File: src/rtl/dual_issue_scoreboard_if.sv
// Issue/writeback bundle between the ID-stage fetch buffer and the dual-issue scoreboard.
// The master side presents instruction pairs and writebacks; the slave side returns grants and status.
interface dual_issue_scoreboard_if #(
    parameter int NREG  = 32,
    parameter int CNT_W = 32
);
    localparam int IDX_W = $clog2(NREG);
    localparam int OUT_W = $clog2(NREG + 1);

    logic             flush;
    logic             stall_in;

    logic             valid_1;
    logic [IDX_W-1:0] rs1_1;
    logic [IDX_W-1:0] rs2_1;
    logic [IDX_W-1:0] rd_1;
    logic             reg_write_1;

    logic             valid_2;
    logic [IDX_W-1:0] rs1_2;
    logic [IDX_W-1:0] rs2_2;
    logic [IDX_W-1:0] rd_2;
    logic             reg_write_2;

    logic             wb_valid_1;
    logic [IDX_W-1:0] wb_rd_1;
    logic             wb_valid_2;
    logic [IDX_W-1:0] wb_rd_2;

    logic             issue_1;
    logic             issue_2;
    logic [NREG-1:0]  busy_mask;
    logic [OUT_W-1:0] outstanding;
    logic [CNT_W-1:0] stall_cycles;

    modport master (
        output flush, stall_in,
        output valid_1, rs1_1, rs2_1, rd_1, reg_write_1,
        output valid_2, rs1_2, rs2_2, rd_2, reg_write_2,
        output wb_valid_1, wb_rd_1, wb_valid_2, wb_rd_2,
        input  issue_1, issue_2, busy_mask, outstanding, stall_cycles
    );

    modport slave (
        input  flush, stall_in,
        input  valid_1, rs1_1, rs2_1, rd_1, reg_write_1,
        input  valid_2, rs1_2, rs2_2, rd_2, reg_write_2,
        input  wb_valid_1, wb_rd_1, wb_valid_2, wb_rd_2,
        output issue_1, issue_2, busy_mask, outstanding, stall_cycles
    );
endinterface

File: src/rtl/dual_issue_scoreboard.sv
// In-order dual-issue hazard scoreboard: one busy bit per architectural register, grants
// instruction pairs free of RAW/WAW hazards and releases busy bits from two writeback ports.
module dual_issue_scoreboard #(
    parameter int NREG  = 32,
    parameter int CNT_W = 32
) (
    input logic                    clk,
    input logic                    rst,
    dual_issue_scoreboard_if.slave sb
);
    localparam int IDX_W = $clog2(NREG);
    localparam int OUT_W = $clog2(NREG + 1);

    typedef logic [IDX_W-1:0] idx_t;
    typedef logic [NREG-1:0]  mask_t;

    mask_t            busy_q;
    mask_t            busy_d;
    mask_t            set_vec;
    mask_t            clr_vec;
    logic [OUT_W-1:0] outstanding_q;
    logic [OUT_W-1:0] outstanding_d;
    logic [CNT_W-1:0] stall_q;

    logic hz_1;
    logic hz_2;
    logic raw_pair;
    logic waw_pair;
    logic grant_1;
    logic grant_2;
    logic stall_inc;

    // Register 0 is hardwired zero and can never be busy.
    function automatic logic reg_busy(input mask_t m, input idx_t idx);
        return (idx != '0) && m[idx];
    endfunction

    // Hazards look only at the registered mask; same-cycle writebacks are not bypassed.
    always_comb begin
        hz_1 = reg_busy(busy_q, sb.rs1_1) || reg_busy(busy_q, sb.rs2_1)
            || (sb.reg_write_1 && reg_busy(busy_q, sb.rd_1));

        raw_pair = sb.reg_write_1 && (sb.rd_1 != '0)
                && ((sb.rs1_2 == sb.rd_1) || (sb.rs2_2 == sb.rd_1));
        waw_pair = sb.reg_write_1 && sb.reg_write_2
                && (sb.rd_1 == sb.rd_2) && (sb.rd_1 != '0);

        hz_2 = reg_busy(busy_q, sb.rs1_2) || reg_busy(busy_q, sb.rs2_2)
            || (sb.reg_write_2 && reg_busy(busy_q, sb.rd_2))
            || raw_pair || waw_pair;

        grant_1   = sb.valid_1 && !hz_1 && !sb.stall_in && !sb.flush && !rst;
        grant_2   = grant_1 && sb.valid_2 && !hz_2;
        stall_inc = sb.valid_1 && hz_1 && !sb.stall_in && !sb.flush;
    end

    // NOTE: every signal written in an always_comb gets a default first, so no path infers a latch.
    always_comb begin
        set_vec = '0;
        clr_vec = '0;

        if (sb.wb_valid_1 && (sb.wb_rd_1 != '0)) clr_vec[sb.wb_rd_1] = 1'b1;
        if (sb.wb_valid_2 && (sb.wb_rd_2 != '0)) clr_vec[sb.wb_rd_2] = 1'b1;

        if (grant_1 && sb.reg_write_1 && (sb.rd_1 != '0)) set_vec[sb.rd_1] = 1'b1;
        if (grant_2 && sb.reg_write_2 && (sb.rd_2 != '0)) set_vec[sb.rd_2] = 1'b1;

        // Set is applied after clear so a colliding issue keeps the register busy; flush beats both.
        busy_d    = sb.flush ? '0 : ((busy_q & ~clr_vec) | set_vec);
        busy_d[0] = 1'b0;

        outstanding_d = '0;
        for (int i = 1; i < NREG; i++) begin
            outstanding_d = outstanding_d + OUT_W'(busy_d[i]);
        end
    end

    // NOTE: sequential state is written with non-blocking assignments only, so every register
    // samples the pre-edge values regardless of statement order.
    always_ff @(posedge clk) begin
        if (rst) begin
            busy_q        <= '0;
            outstanding_q <= '0;
            stall_q       <= '0;
        end else begin
            busy_q        <= busy_d;
            outstanding_q <= outstanding_d;
            if (stall_inc && (stall_q != '1)) begin
                stall_q <= stall_q + CNT_W'(1);
            end
        end
    end

    assign sb.issue_1      = grant_1;
    assign sb.issue_2      = grant_2;
    assign sb.busy_mask    = busy_q;
    assign sb.outstanding  = outstanding_q;
    assign sb.stall_cycles = stall_q;
endmodule

File: src/flat_wrapper.sv
// flat-port wrapper written by rule: the top's interface ports become plain ports
module dual_issue_scoreboard_flat 
#(
    parameter int NREG  = 32,
    parameter int CNT_W = 32
)
  (clk, rst, sb_flush, sb_stall_in, sb_valid_1, sb_rs1_1, sb_rs2_1, sb_rd_1, sb_reg_write_1, sb_valid_2, sb_rs1_2, sb_rs2_2, sb_rd_2, sb_reg_write_2, sb_wb_valid_1, sb_wb_rd_1, sb_wb_valid_2, sb_wb_rd_2, sb_issue_1, sb_issue_2, sb_busy_mask, sb_outstanding, sb_stall_cycles);
  dual_issue_scoreboard_if #(.NREG(NREG), .CNT_W(CNT_W)) sb_i ();
  input logic clk;
  input logic rst;
  input wire logic [$bits(sb_i.flush)-1:0] sb_flush;
  input wire logic [$bits(sb_i.stall_in)-1:0] sb_stall_in;
  input wire logic [$bits(sb_i.valid_1)-1:0] sb_valid_1;
  input wire logic [$bits(sb_i.rs1_1)-1:0] sb_rs1_1;
  input wire logic [$bits(sb_i.rs2_1)-1:0] sb_rs2_1;
  input wire logic [$bits(sb_i.rd_1)-1:0] sb_rd_1;
  input wire logic [$bits(sb_i.reg_write_1)-1:0] sb_reg_write_1;
  input wire logic [$bits(sb_i.valid_2)-1:0] sb_valid_2;
  input wire logic [$bits(sb_i.rs1_2)-1:0] sb_rs1_2;
  input wire logic [$bits(sb_i.rs2_2)-1:0] sb_rs2_2;
  input wire logic [$bits(sb_i.rd_2)-1:0] sb_rd_2;
  input wire logic [$bits(sb_i.reg_write_2)-1:0] sb_reg_write_2;
  input wire logic [$bits(sb_i.wb_valid_1)-1:0] sb_wb_valid_1;
  input wire logic [$bits(sb_i.wb_rd_1)-1:0] sb_wb_rd_1;
  input wire logic [$bits(sb_i.wb_valid_2)-1:0] sb_wb_valid_2;
  input wire logic [$bits(sb_i.wb_rd_2)-1:0] sb_wb_rd_2;
  output wire logic [$bits(sb_i.issue_1)-1:0] sb_issue_1;
  output wire logic [$bits(sb_i.issue_2)-1:0] sb_issue_2;
  output wire logic [$bits(sb_i.busy_mask)-1:0] sb_busy_mask;
  output wire logic [$bits(sb_i.outstanding)-1:0] sb_outstanding;
  output wire logic [$bits(sb_i.stall_cycles)-1:0] sb_stall_cycles;
  assign sb_i.flush = sb_flush;
  assign sb_i.stall_in = sb_stall_in;
  assign sb_i.valid_1 = sb_valid_1;
  assign sb_i.rs1_1 = sb_rs1_1;
  assign sb_i.rs2_1 = sb_rs2_1;
  assign sb_i.rd_1 = sb_rd_1;
  assign sb_i.reg_write_1 = sb_reg_write_1;
  assign sb_i.valid_2 = sb_valid_2;
  assign sb_i.rs1_2 = sb_rs1_2;
  assign sb_i.rs2_2 = sb_rs2_2;
  assign sb_i.rd_2 = sb_rd_2;
  assign sb_i.reg_write_2 = sb_reg_write_2;
  assign sb_i.wb_valid_1 = sb_wb_valid_1;
  assign sb_i.wb_rd_1 = sb_wb_rd_1;
  assign sb_i.wb_valid_2 = sb_wb_valid_2;
  assign sb_i.wb_rd_2 = sb_wb_rd_2;
  assign sb_issue_1 = sb_i.issue_1;
  assign sb_issue_2 = sb_i.issue_2;
  assign sb_busy_mask = sb_i.busy_mask;
  assign sb_outstanding = sb_i.outstanding;
  assign sb_stall_cycles = sb_i.stall_cycles;
  dual_issue_scoreboard #(.NREG(NREG), .CNT_W(CNT_W)) u_core (.clk(clk), .rst(rst), .sb(sb_i));
endmodule
File: config.mk
export PLATFORM = sky130hd
export DESIGN_NAME = dual_issue_scoreboard_flat
export DESIGN_NICKNAME = d
export VERILOG_FILES = /design/src/rtl/dual_issue_scoreboard_if.sv /design/src/rtl/dual_issue_scoreboard.sv /design/src/flat_wrapper.sv
export SDC_FILE = /design/constraint.sdc
export NUM_CORES = 1
export LEC_CHECK = 0
export CAP_MARGIN = 20
export CORE_ASPECT_RATIO = 0.8
export CORE_UTILIZATION = 30
export CTS_BUF_LIST = sky130_fd_sc_hd__clkbuf_4 sky130_fd_sc_hd__clkbuf_8 sky130_fd_sc_hd__clkbuf_16
export DETAILED_ROUTE_END_ITERATION = 8
export PLACE_DENSITY = 0.49
export SLEW_MARGIN = 20
export SYNTH_ARGS = -nofsm -noshare
export SYNTH_HDL_FRONTEND = slang
export SYNTH_SLANG_ARGS = --single-unit
File: constraint.sdc
create_clock -name clk -period 18.3 [get_ports clk]
set_clock_uncertainty 0.05 [all_clocks]
set_input_delay 1.83 -clock clk [delete_from_list [all_inputs] [get_ports clk]]
set_output_delay 1.83 -clock clk [all_outputs]
set_load 0.01 [all_outputs]
==> reports/results.tsv, run 1 <==
metric	value	unit
status	complete, no violations	
dr.pass1.iters	5	
synth.most_common_cell	nor2_1	
reg2reg_to	u_core.sb.outstanding[4]$_SDFF_PP0_	
area_delta_synth_final	24.3	%
drv_cap	0	
power.density	49.1	mW/mm²
r2r-start	u_core.sb.busy_mask[14]$_SDFF_PP0_	
timing.fmax	104	MHz
syn_area	0.00681	mm²
htree_levels	3	
route.detailed.drc	0	
cp.required	18.46	ns
power	0.000416	W
die-area	0.0233	mm²
crit_type	in -> reg	
synth_seq_area_share	0.203	
slowest_stage	clkdlybuf4s50_1	
critPathMostFrequentCell	fa_1	
hp-start	u_core.sb.stall_cycles[16]$_SDFFE_PP0P_	
critPathLaunch	sb_rd_1[1]	
crit_end	u_core.sb.outstanding[4]$_SDFF_PP0_	
layout.nets	992	
cts_tree	built	
tns	0	ns
drtIter0Drc	658	
ir_drop	0.0000436	V
clkLatencyLatePin	0.34	ns
path_max_fanout	28	
maxSlewViolCount	0	
track_usage	0.231	
cts-root-buf	clkbuf_16	
finalSetupViolCount	0	
cts_resized	0	
ys_types	73	
fin_crit_sh	0.527	
relSlewSlack	0.272	
grt_max_degree	42	
cp.arrival	9.80	ns
die_y	137	µm
netlist_top_cells_count	nor2_1 (96), dfxtp_1 (69), nand2_1 (62)	
port_buffers	120	
synth_edf_count	0	
numCtsBuffers	9	
drt-total-wl	26400	µm
synthArstFlopShare	0	
routed_via_density	5.76	
cpPeakStageDelay	1.14	ns
p_leak	2.83	nW
antenna_cells	0	
detailed_place_hpwl	19100	µm
core.rowCount	48	
drive_gt1_frac	0.0886	
ios	122	
path_clk_slew	0.06	ns
gp_congestion	0.936	
clock_path_buffers	2	
synth_nets	910	
grt_pass1_wl	40000	µm
layout_min_cycle_time	9.64	ns
reg2regPathDepth	24	
synth_area_per_cell	8.24	µm²
first_global_vias	6472	
netlist_instances	827	
rsz0062_at_grt	false	
ctsHoldBuffers	0	
yosysTopAreaCell	dfxtp_1	
initial_core_util	0.311	
tightest_slew	1.08	ns
synthFlopType	dfxtp_1	
wl_per_cell	21.7	µm
synth_top_area_share	0.203	
ff2ff_setup_slack	10.59	ns
die_w	171	µm
endpoint_kind	flip-flop	
hp-class	reg -> reg	
antenna_found_initial	1	
via_count	6995	
final_antenna_net_count	0	
start_kind	input pin	
synth.area.top_cells	dfxtp_1 (20%), mux4_2 (7.9%), fa_1 (6.8%)	
final_hold_viol_count	0	
postCtsSetupBuffers	0	
grt_overflow	0	
clock_sinks	69	
ys_warn_count	0	
core_area	0.0219	mm²
synth-seq-cells	69	
## where the power goes
group	internal [W]	switching, W	leakage (nW)
Combinational	0.0000248	0.0000392	2.11
Sequential	0.000150	0.000000339	0.556
Clock	0.000135	0.0000664	0.166
## layer usage
metal,global-route usage,up-vias,share of wire
li1,-,3247,-
met1,0.343,3371,0.47
met2,0.324,327,0.41
met3,0.0521,50,0.089
met4,0.0766,0,0.027
met5,0,-,0
## critical path: cells and delay by family
kind | cells | cell delay [ns]
adders and majority gates | 9 | 3.75
AOI/OAI and AO/OA | 5 | 1.09
and+or+nand+nor | 5 | 0.98
muxes | 1 | 0.41
buffers and inverters | 4 | 1.56
xor gates and xnor gates | 1 | 0.16
## cell usage in the layout (no fill, tap or decap), types with 10 or more instances in the layout
cell type | Yosys | final
a22oi_1 | 25 | 25
mux2i_1 | 33 | 33
nand2_1 | 62 | 62
xor2_1 | 12 | 12
fa_1 | 23 | 23
nand2b_1 | 10 | 10
xnor2_1 | 12 | 12
ha_1 | 10 | 10
clkdlybuf4s50_1 | 0 | 120
mux4_2 | 24 | 24
mux2_2 | 11 | 11
o31ai_1 | 31 | 31
a21oi_1 | 38 | 38
a31oi_1 | 30 | 30
nor3_1 | 13 | 13
o21ai_0 | 31 | 31
inv_1 | 35 | 35
nand3_1 | 32 | 32
nor2_1 | 96 | 96
dfxtp_1 | 69 | 69
or3_1 | 23 | 23
nor2b_1 | 16 | 16
or2_1 | 12 | 12
or2_2 | 11 | 11
## sequential cells by signal (all words and copies together) (netlist names)
signal and flops:
u_core.sb.stall_cycles 32, u_core.sb.busy_mask 31, u_core.sb.outstanding 6
## kinds of logic (layout without fill, tap and decap cells)
kind of cell / Yosys count / in the layout / share of synthesized area
compound gates: 203 / 203 / 0.205
xor+xnor: 24 / 24 / 0.0308
fa+ha+maj: 33 / 33 / 0.0859
buf+inv: 89 / 176 / 0.0637
flops: 69 / 69 / 0.203
mux: 71 / 71 / 0.155
other cells: 1 / 1 / 0.000550
simple gates: 337 / 337 / 0.256
## cell type report
| type | instances | area (µm²) |
|---|---|---|
| Fill cell | 2245 | 13500 |
| Multi-Input combinational cell | 669 | 5000 |
| Sequential cell | 69 | 1380 |
| Timing Repair Buffer | 125 | 1240 |
| Tap cell | 300 | 375 |
| Clock buffer | 10 | 233 |
| Inverter | 35 | 131 |
| Clock inverter | 6 | 111 |
## worst min-delay path by stage
| stage | cells after the start | endpoint |
|---|---|---|
| 2_1_floorplan | 2 | u_core.sb.stall_cycles[31]$_SDFFE_PP0P_ |
| 3_3_place_gp | 2 | u_core.sb.stall_cycles[16]$_SDFFE_PP0P_ |
| 3_5_place_dp | 2 | u_core.sb.stall_cycles[16]$_SDFFE_PP0P_ |
| 4_1_cts | 2 | u_core.sb.stall_cycles[16]$_SDFFE_PP0P_ |
| 5_1_grt | 2 | u_core.sb.stall_cycles[31]$_SDFFE_PP0P_ |
| 6_report | 2 | u_core.sb.stall_cycles[16]$_SDFFE_PP0P_ |
## stage by stage
stage,util,hold WS [ns],cell area [µm²],worst slack [ns],cells
floorplan,-,0.458,6810,9.54,827
global placement,0.371,0.445,8130,8.41,1198
detailed placement,0.371,0.446,8130,8.33,1198
CTS,0.386,0.457,8470,8.64,1214
global route,0.386,0.490,8470,8.06,1214
finish,0.386,0.449,8470,8.66,1214
Note: power is estimated with default switching activity, not from simulation.
==> run 2, diff against run 1 <==
Settings changed: PLACE_DENSITY 0.49 to 0.51.
Clock period 18.3 ns to 8.4 ns, I/O delays scaled along.
==> reports/results.tsv, run 2 (synthesis results as in run 1) <==
metric	value	unit	change
core.rowCount	48		unchanged
final_antenna_net_count	0		unchanged
timing.fmax	127	MHz	
final_hold_viol_count	0		unchanged
core_area	0.0219	mm²	unchanged
antenna_found_initial	1		unchanged
area_delta_synth_final	27.9	%	
tightest_slew	1.07	ns	-0.0133 ns
postLayoutCellArea	0.00871	mm²	+2.9%
cp.required	8.56	ns	-9.90 ns
wl_per_cell	22.0	µm	+1.5%
route.detailed.drc	0		unchanged
drt-total-wl	27500	µm	+4.3%
via_count	7147		+2.2%
tns	0	ns	unchanged
maxSlewViolCount	0		unchanged
highest_layer	met4		
p_leak	2.99	nW	+5.5%
crit_family	adder cells		
ctsHoldBuffers	0		unchanged
dr.pass1.iters	7		+2
finalSetupViolCount	0		unchanged
cpPeakStageDelay	0.62	ns	-0.52 ns
placed_area	0.00842	mm²	+3.6%
grt_overflow	0		unchanged
layout.nets	1026		+3.4%
cp.arrival	8.06	ns	-1.74 ns
largest_reg_flops	32		unchanged
die_y	137	µm	unchanged
critPathMostFrequentCell	fa_1		
hp-class	reg -> reg		
crit_type	in -> reg		
antenna_cells	0		unchanged
detailed_place_hpwl	20300	µm	+6.0%
crit_buf_inv	4		unchanged
start_kind	input pin		
r2r-start	u_core.sb.busy_mask[19]$_SDFF_PP0_		
clock_path_buffers	2		unchanged
num-fill-cells	2292		+2.1%
port_buffers	120		unchanged
drv_cap	0		unchanged
drive_gt1_frac	0.121		+0.0327
met1_length	12700	µm	+1.9%
initial_core_util	0.311		unchanged
track_usage	0.239		+0.00761
slowest_stage	clkdlybuf4s50_1		
final_core_util	0.398		+0.0112
drtIter0Drc	702		+6.7%
ios	122		unchanged
routed_via_density	5.73		-0.61%
cts_tree	built		
die_w	171	µm	unchanged
relSlewSlack	0.281		+0.00894
clock_sinks	69		unchanged
status	complete, no violations		
clkLatencyLatePin	0.34	ns	about the same
first_global_vias	6903		+6.7%
mostFrequentLayoutCell	clkdlybuf4s50_1		
gp_congestion	0.948		+1.3%
final_cell_mix	clkdlybuf4s50_1 (119), nor2_1 (96), dfxtp_1 (69), nand2_1 (62), a21oi_1 (38)		
endpoint_kind	flip-flop		
critPathLaunch	sb_rs1_2[0]		
power.density	97.8	mW/mm²	+99%
fin_crit_sh	0.940		
route.met2.wl	11700	µm	+7.7%
grt_pass1_wl	41500	µm	+3.6%
power	0.000852	W	+110%
path_max_fanout	27		-3.6%
grt_max_degree	41		-2.4%
dp.cells	1232		+2.8%
die-area	0.0233	mm²	unchanged
numCtsBuffers	9		unchanged
cts-root-buf	clkbuf_16		
rsz0062_at_grt	false		
hp-start	u_core.sb.stall_cycles[16]$_SDFFE_PP0P_		
ir_drop	0.0000892	V	+100%
instances_no_fill	1248		+2.8%
layout_min_cycle_time	7.90	ns	
htree_levels	3		unchanged
route.met3.wl	2370	µm	+1.0%
path_clk_slew	0.07	ns	about the same
## run 2: final timing paths
| check | slack [ns] | depth (start not counted) | to |
|---|---|---|---|
| setup reg to reg | 0.98 | 24 | u_core.sb.outstanding[4]$_SDFF_PP0_ |
| setup / recovery | 0.50 | 25 | u_core.sb.outstanding[4]$_SDFF_PP0_ |
| hold / removal | 0.46 | 2 | u_core.sb.stall_cycles[16]$_SDFFE_PP0P_ |
| hold reg to reg | 0.46 | 2 | u_core.sb.stall_cycles[16]$_SDFFE_PP0P_ |
## run 2: layer usage
layer / up-vias / global-route usage
li1: 3314 / -
met1: 3464 / 0.335
met2: 323 / 0.354
met3: 46 / 0.0602
met4: 0 / 0.0781
met5: - / 0
## run 2: report_power, final
part	internal (W)	switching, W
Clock	0.000210	0.000161
Sequential	0.000327	0.000000714
Combinational	0.0000643	0.0000893
## run 2: tightest hold or removal path, cell delays in order, from the launching register on
cell,delay (ns)
dfxtp_1,0.34
o31ai_1,0.07
a21oi_1,0.06
## run 2: area by class of cell
| cell class | instances | area, µm² | area share |
|---|---|---|---|
| Multi-Input combinational cell | 669 | 5010 | 0.575 |
| Clock buffer | 10 | 239 | 0.0274 |
| Inverter | 35 | 131 | 0.0151 |
| Timing Repair Buffer | 159 | 1530 | 0.176 |
| Clock inverter | 6 | 45.0 | 0.00517 |
| Sequential cell | 69 | 1380 | 0.159 |
| Tap cell | 300 | 375 | 0.0431 |
## run 2: timing repair
action	in CTS	in global routing
buffers inserted	0	0
endpoints found under the setup margin	0	1
resized for setup	0	3
## run 2: metrics by stage
| step | hold WS [ns] | setup slack (ns) |
|---|---|---|
| 3_5_place_dp | 0.451 | 0.0228 |
| 4_1_cts | 0.462 | 0.357 |
| 5_1_grt | 0.487 | 0.0656 |
| 3_3_place_gp | 0.437 | 0.0833 |
| 6_report | 0.457 | 0.502 |
| 2_1_floorplan | 0.458 | 0.625 |
==> RTL edit: new RTL, flow settings as in run 2 <==
`CNT_W` is set to 32 in 3 places; all go to 16.
--- a/src/rtl/dual_issue_scoreboard_if.sv
+++ b/src/rtl/dual_issue_scoreboard_if.sv
@@ -2,7 +2,7 @@
 // The master side presents instruction pairs and writebacks; the slave side returns grants and status.
 interface dual_issue_scoreboard_if #(
     parameter int NREG  = 32,
-    parameter int CNT_W = 32
+    parameter int CNT_W = 16
 );
     localparam int IDX_W = $clog2(NREG);
     localparam int OUT_W = $clog2(NREG + 1);
--- a/src/rtl/dual_issue_scoreboard.sv
+++ b/src/rtl/dual_issue_scoreboard.sv
@@ -2,7 +2,7 @@
 // instruction pairs free of RAW/WAW hazards and releases busy bits from two writeback ports.
 module dual_issue_scoreboard #(
     parameter int NREG  = 32,
-    parameter int CNT_W = 32
+    parameter int CNT_W = 16
 ) (
     input logic                    clk,
     input logic                    rst,
--- a/src/flat_wrapper.sv
+++ b/src/flat_wrapper.sv
@@ -2,7 +2,7 @@
 module dual_issue_scoreboard_flat 
 #(
     parameter int NREG  = 32,
-    parameter int CNT_W = 32
+    parameter int CNT_W = 16
 )
   (clk, rst, sb_flush, sb_stall_in, sb_valid_1, sb_rs1_1, sb_rs2_1, sb_rd_1, sb_reg_write_1, sb_valid_2, sb_rs1_2, sb_rs2_2, sb_rd_2, sb_reg_write_2, sb_wb_valid_1, sb_wb_rd_1, sb_wb_valid_2, sb_wb_rd_2, sb_issue_1, sb_issue_2, sb_busy_mask, sb_outstanding, sb_stall_cycles);
   dual_issue_scoreboard_if #(.NREG(NREG), .CNT_W(CNT_W)) sb_i ();
Ports: changed (resized sb_stall_cycles); port bits go from 122 to 106. No check against the original RTL was run, so the function may have changed too.
==> RTL edit against run 2 <==
  * Power shrank 25%
  * Fmax hardly changed
  * Die area down 9.4%
  * Design area decreased by 11%
  * Non-clock buffer count fell by 10
  * Sequential cell count fell by 16
  * Hold slack better by 0.64 ps
  * Worst setup slack lost 7.1 ps
  * Area after synthesis is 9.5% lower
  * Register-to-register slack improved by 60 ps
  * First-iteration DRC count shrank 28%
  * Routed wire length shrank 12%
  * Largest power group is now sequential cells
==> RTL edit: results (changes against run 2) <==
* Total routing resource utilization after global routing: 23.0% (was 23.9%)
- Adder-cell share of the synthesized area: 9.49% (was 8.59%)
* CP max FO: 9 (was 27)
* Seq power: 0.252 mW (was 0.328 mW)
- Met2 routing resource usage after global routing: 35.9% (was 35.4%)
* Post-detailed-placement half-perimeter wirelength: 18,100 um (was 20,300 um)
- The sum of met3 wire segment lengths after detailed routing is 1960 um (was 2370 um).
- Weighted congestion at the end of routability-driven global placement: 0.942 (was 0.948)
- The sequential share of the synthesized area is 17.2% (was 20.3%).
- Multi-input gate share of total cell area: 59.6% (was 57.5%)
- The net total in the final layout was 927 (was 1,026).
- Multiplexer share of the synthesized area: 17.1% (was 15.5%)
- TritonCTS Sinks: 53 (was 69)
- DP Worst Slack: -80.5 ps (was 22.8 ps)
* Initial antenna violation count: 0 (was 1)
- Status: complete, no violations (unchanged).
- Non-clock inverter total of the final layout: 54 (was 35)
* Post-detailed-route wirelength per cell: 21.9 um (was 22.0 um)
- VDD IR-drop max: 0.0726 mV (was 0.0892 mV)
- The met1 capacity usage during global routing came to 32.4% (was 33.5%).
- Relative slew margins: 45.4% (was 28.1%)
- Global-route wire length before repair: 36,800 um (was 41,500 um)
- The number of iterations in the first detailed-routing pass was 5 (was 7).
* Number of filler instances in the final layout: 2,064 (was 2,292)
- The count of non-CTS buffers in the layout is 149 (was 159).
-- RTL edit: changes by cell type in the layout (fill, tap and decap cells not counted), sizes merged, moves of 14 or more --
| cell | change |
|---|---|
| o21ai | -15 |
| clkdlybuf4s50 | -16 |
| dfxtp | -16 |
| inv | +19 |
| or2 | -17 |
| o31ai | -20 |
| o22ai | +34 |
| nor2 | -50 |
| a221oi | +14 |
| or3 | -16 |
-- RTL edit: stage by stage --
step,TNS (ps),cells,cell area (um^2)
after floorplan,0,747,6170
after global placement,0,1101,7600
after detailed placement,-103,1101,7600
after CTS,0,1109,7770
after global routing,0,1109,7790
final,0,1109,7790
-- RTL edit: worst paths after layout --
path	from	end	slack, ps	cells after the start
setup reg to reg	u_core.sb.busy_mask[18]	u_core.sb.outstanding[4]	1040	25
setup / recovery	sb_rd_1[0]	u_core.sb.outstanding[4]	490	26
hold reg to reg	u_core.sb.stall_cycles[4]	u_core.sb.stall_cycles[4]	460	2
hold / removal	u_core.sb.stall_cycles[4]	u_core.sb.stall_cycles[4]	460	2
